### config.mk
export PLATFORM = sky130hd
export DESIGN_NAME = opsum_wb_packer
export DESIGN_NICKNAME = d
export VERILOG_FILES = /design/src/rtl/opsum_wb_packer.sv
export SDC_FILE = /design/constraint.sdc
export NUM_CORES = 1
export LEC_CHECK = 0
export ABC_AREA = 1
export BUFFER_PORTS_ARGS = -buffer_cell sky130_fd_sc_hd__buf_2
export CORE_ASPECT_RATIO = 0.9
export CORE_MARGIN = 2
export CORE_UTILIZATION = 55
export DETAILED_ROUTE_END_ITERATION = 8
export PLACE_DENSITY = 0.88
export SLEW_MARGIN = 10
export SYNTH_ARGS = -nofsm -noshare
export SYNTH_HDL_FRONTEND = slang
export SYNTH_SLANG_ARGS = --single-unit
### constraint.sdc
create_clock -name clk -period 4.8 [get_ports clk]
set_clock_uncertainty 0.15 [all_clocks]
set_input_delay 0.24 -clock clk [delete_from_list [all_inputs] [get_ports clk]]
set_output_delay 0.24 -clock clk [all_outputs]
set_load 0.005 [all_outputs]
### src/rtl/opsum_wb_packer.sv
// Drains 16-bit partial sums from opsum_fifo, packs them in pairs into 32-bit
// words and writes them to the GLB opsum region through a ready-gated port.
module opsum_wb_packer #(
   parameter int ADDR_W = 32,
   parameter int LEN_W  = 16
) (
   input  logic              clk,
   input  logic              rst_n,
   input  logic              start,
   input  logic [ADDR_W-1:0] base_addr,
   input  logic [LEN_W-1:0]  num_elem,
   output logic              busy,
   output logic              done,
   output logic              fifo_pop_en,
   output logic              fifo_pop_mod,
   input  logic [31:0]       fifo_pop_data,
   input  logic              fifo_empty,
   output logic [3:0]        glb_we,
   output logic [ADDR_W-1:0] glb_addr,
   output logic [31:0]       glb_wdata,
   input  logic              glb_ready
);

   typedef enum logic [1:0] {IDLE, FETCH, WRITE, DONE} state_t;

   state_t            state;
   logic [ADDR_W-1:0] wr_addr;
   logic [LEN_W-1:0]  remaining;
   logic [1:0]        pop_cnt;
   logic [1:0]        cap_cnt;
   logic [31:0]       word;
   logic              cap_pending;

   logic [1:0]        cap_next;
   logic [31:0]       word_next;
   logic              cap_last;
   logic [LEN_W-1:0]  rem_after;

   assign fifo_pop_mod = 1'b0;

   // Pop decision uses the live empty flag so a pop is never issued to an empty FIFO.
   assign fifo_pop_en = (state == FETCH) && !fifo_empty && (pop_cnt < 2'd2) &&
                        ({{(LEN_W-2){1'b0}}, pop_cnt} < remaining);

   always_comb begin
      cap_next  = cap_cnt + 2'd1;
      word_next = word;
      if (cap_cnt == 2'd0)
         word_next[15:0] = fifo_pop_data[15:0];
      else
         word_next[31:16] = fifo_pop_data[15:0];
      cap_last  = (cap_next == 2'd2) || ({{(LEN_W-2){1'b0}}, cap_next} == remaining);
      rem_after = remaining - {{(LEN_W-2){1'b0}}, cap_cnt};
   end

   always_ff @(posedge clk or negedge rst_n) begin
      if (!rst_n) begin
         state       <= IDLE;
         wr_addr     <= '0;
         remaining   <= '0;
         pop_cnt     <= '0;
         cap_cnt     <= '0;
         word        <= '0;
         cap_pending <= 1'b0;
         busy        <= 1'b0;
         done        <= 1'b0;
         glb_we      <= '0;
         glb_addr    <= '0;
         glb_wdata   <= '0;
      end else begin
         done <= 1'b0;
         case (state)
            IDLE: begin
               if (start) begin
                  wr_addr     <= base_addr;
                  remaining   <= num_elem;
                  pop_cnt     <= '0;
                  cap_cnt     <= '0;
                  word        <= '0;
                  cap_pending <= 1'b0;
                  if (num_elem == '0) begin
                     state <= DONE;
                     done  <= 1'b1;
                  end else begin
                     state <= FETCH;
                     busy  <= 1'b1;
                  end
               end
            end
            FETCH: begin
               cap_pending <= fifo_pop_en;
               if (fifo_pop_en)
                  pop_cnt <= pop_cnt + 2'd1;
               // Data arrives one cycle after its pop; the final capture launches the write.
               if (cap_pending) begin
                  word    <= word_next;
                  cap_cnt <= cap_next;
                  if (cap_last) begin
                     state     <= WRITE;
                     glb_addr  <= wr_addr;
                     glb_wdata <= word_next;
                     glb_we    <= (cap_next == 2'd2) ? 4'b1111 : 4'b0011;
                  end
               end
            end
            WRITE: begin
               if (glb_ready) begin
                  glb_we      <= '0;
                  wr_addr     <= wr_addr + ADDR_W'(4);
                  remaining   <= rem_after;
                  pop_cnt     <= '0;
                  cap_cnt     <= '0;
                  word        <= '0;
                  cap_pending <= 1'b0;
                  if (rem_after == '0) begin
                     state <= DONE;
                     done  <= 1'b1;
                     busy  <= 1'b0;
                  end else begin
                     state <= FETCH;
                  end
               end
            end
            DONE: begin
               state <= IDLE;
            end
            default: state <= IDLE;
         endcase
      end
   end

endmodule
==> qor.yml <==
worst_setup_path:
  cp_max_fo: 74
  end_kind: "register"
  cp-start-kind: "register"
  critPathKind: "register to register"
  rr_startpoint: "cap_cnt[1]"
  worstPathRequired_ps: 4910
  arrival_ps: 2960
  critPathLaunch: "cap_cnt[1]"
pwr:
  netSwitchingFraction: 0.421
  power_frac_clock: 0.222
  ir_drop_uv: 352
  p_total_uw: 6360
  seq_power_share: 0.367
  power_density_nw_per_um2: 645
  power.switching_uw: 2680
  intPower_uw: 3680
  combPwrFrac: 0.411
  p_leak_uw: 0.00492
clocking:
  clk_latency_ps: 420
  cts.clk_slew.worst_paths_ps: 60
  cts_made_buffers: 17
  htreeDepth: 4
  cts_root_buffer: "clkbuf_16"
  clkSinkCount: 155
  clock_path_buffers: 2
  cts_tree: "yes"
timing:
  setup_viol: 0
  hold_viol_final: 0
  tns_ps: 0
  rsz0062_at_grt: "false"
  tightest_slew_ps: 786
  drv_slew: 0
  relSlewSlack: 0.476
  period_needed_ps: 2850
  setup_slack_ps: 1950
  max_freq_mhz: 350
  fin_crit_sh: 0.595
synth:
  synth_area_per_cell_um2: 7.67
  synth_top_family_by_area: "simple AND/OR/NAND/NOR gates"
  synth_top_area_share: 0.475
  synth_xor_area_frac: 0.00858
  yosys.area_share.simple: 0.253
  yosysMostFrequentCell: "nand2_1"
  async_flop_share: 1.00
  synth_commonest_cells: "nand2_1, dfrtp_1, o21ai_0"
  syn_inst: 1065
  synth_area_leaders: "dfrtp_1, nand2_1, o21ai_0, inv_1, nor2_1"
  synth-seq-cells: 155
  seq_area_frac_synth: 0.475
  synth_compound_area_frac: 0.157
  synth_mux_area_frac: 0.00276
  yosys_warnings: 0
  ys.flop_type: "dfrtp_1"
  yosys.area.top_type: "dfrtp_1"
  netlist_area_um2: 8170
  synth.distinct_cells: 42
  synth_fp_nets: 1157
  synthAdderAreaFrac: 0.0116
  synth-edff-count: 0
outcome:
  outcome: "finished clean"
floorplan:
  ios: 157
  core_um2: 14600
  rows: 42
  die_h_um: 120
  die_x_um: 132
  die-area_um2: 15800
  floorplan.initialDensity: 0.559
worst_hold_path:
  hold_start: "base_addr[24]"
  hp-class: "input port to register"
global_route:
  grt_max_degree: 83
  global_route.overflow_total: 0
  antenna_found_initial: 0
  grt_pass1_wl_um: 35600
  grt_use_total: 0.280
  grt_pass1_vias: 7390
place:
  preCtsSetupSlack_ps: 2030
  place_congestion: 0.881
  port_buffers: 139
  dp_hpwl_um: 14300
route:
  drt_pre_antenna_iters: 6
  wl_per_cell_um: 15.2
  vias: 7771
  viasPerCell: 5.45
  drt-initial-drc-count: 730
  wl_um: 21700
  drc: 0
  antenna_left: 0
cells_and_area:
  num-nets-final: 1307
  final_util: 0.675
  syn_to_final_growth_pct: 20.8
  drive_gt1_frac: 0.178
  antenna_cells: 0
flow_run:
  max_cap_violations: 0
==> state kept, by name (all words and copies together), names as in the netlist <==
register / flops
word: 32
glb_addr: 32
cap_pending: 1
done: 1
glb_we: 2
cap_cnt: 2
glb_wdata: 32
busy: 1
wr_addr: 32
state: 2
remaining: 16
pop_cnt: 2
==> path summary, 6_finish.rpt <==
kind,to,depth (start not counted),slack [ps]
min in group asynchronous,glb_addr[4],2,220
worst min-delay path,wr_addr[24],3,9
worst min register to register,glb_addr[0],2,320
worst max-delay path,glb_addr[7],11,1950
worst max register to register,glb_addr[7],11,1950
max in group asynchronous,wr_addr[9],3,3230
==> routing by layer <==
metal / wire (um) / share of wire / vias to the layer above / global-route usage
li1: - / - / 3762 / -
met1: 9410 / 0.43 / 3622 / 0.382
met2: 10100 / 0.47 / 347 / 0.455
met3: 1710 / 0.079 / 40 / 0.0591
met4: 405 / 0.019 / 0 / 0.0840
met5: 0 / 0 / - / 0
==> per-stage QoR <==
| stage | hold WS [ps] | cell area, um^2 | instances |
|---|---|---|---|
| global route | 25.5 | 9860 | 1426 |
| finish | 8.95 | 9860 | 1426 |
| floorplan | -206 | 8170 | 1065 |
| CTS | 0.818 | 9860 | 1426 |
| detailed placement | 121 | 8910 | 1361 |
| global placement | 120 | 8910 | 1361 |
==> power groups by stage <==
stage / Sequential [uW] / Clock [uW] / Combinational (uW)
after global placement: 2300 / 0 / 2460
after floorplan: 2270 / 0 / 1780
final: 2330 / 1410 / 2610
after CTS: 2320 / 1430 / 2600
after global routing: 2400 / 1500 / 2980
after detailed placement: 2330 / 0 / 2550
==> critical path, cell delays in order, from the launching register on <==
cell and delay, ps:
dfrtp_1 390, inv_1 130, ha_1 260, inv_1 80
nand2_1 50, a21oi_1 140, nand4_1 120, nand2_2 120
nand3_4 390, buf_4 530, nand2_1 150, o21ai_1 120
==> cell usage in the layout, fill, tap and decap left out, types with 4 or more instances in the layout <==
master         synthesis  layout
nand2_1              302     302
dfrtp_1              155     155
buf_2                 10     138
o21ai_0              123     123
inv_1                121     121
nor2_1                73      73
nand3_1               49      49
o21ai_1               36      36
dlygate4sd3_1          0      33
a21oi_1               21      21
o22ai_1               21      21
clkbuf_16              0      17
nand4_1               14      14
o211ai_1              13      13
nor3_1                13      13
o21ai_2                9       9
xor2_1                 8       8
nor2_4                 6       7
buf_4                  5       7
inv_2                  6       6
ha_1                   6       6
or2_2                  4       4
nor2_2                 5       4
nand2_2                4       4
nor4_1                 4       4
clkbuf_8               0       4
==> repair_timing <==
action | CTS | global route
buffers inserted | 0 | 0
hold buffers | 33 | 0
hold endpoints to repair | 96 | 0
resized for setup | 0 | 0
==> kinds of logic (layout without fill, tap and decap cells) <==
group / after synthesis / after routing
mux: 2 / 2
compound gates: 233 / 233
xor+xnor: 8 / 8
buf+inv: 176 / 339
simple gates: 483 / 483
other cells: 1 / 1
flops: 155 / 155
fa+ha+maj: 7 / 7
==> cell type report <==
type | instances | area (um^2)
inverter | 128 | 480
clock buffer | 23 | 488
sequential | 155 | 3880
fill | 1181 | 4750
tap | 198 | 248
clock inverter | 9 | 135
multi-input combinational | 734 | 3550
timing repair buffer | 179 | 1080
Power figures use the tool's default switching activity.
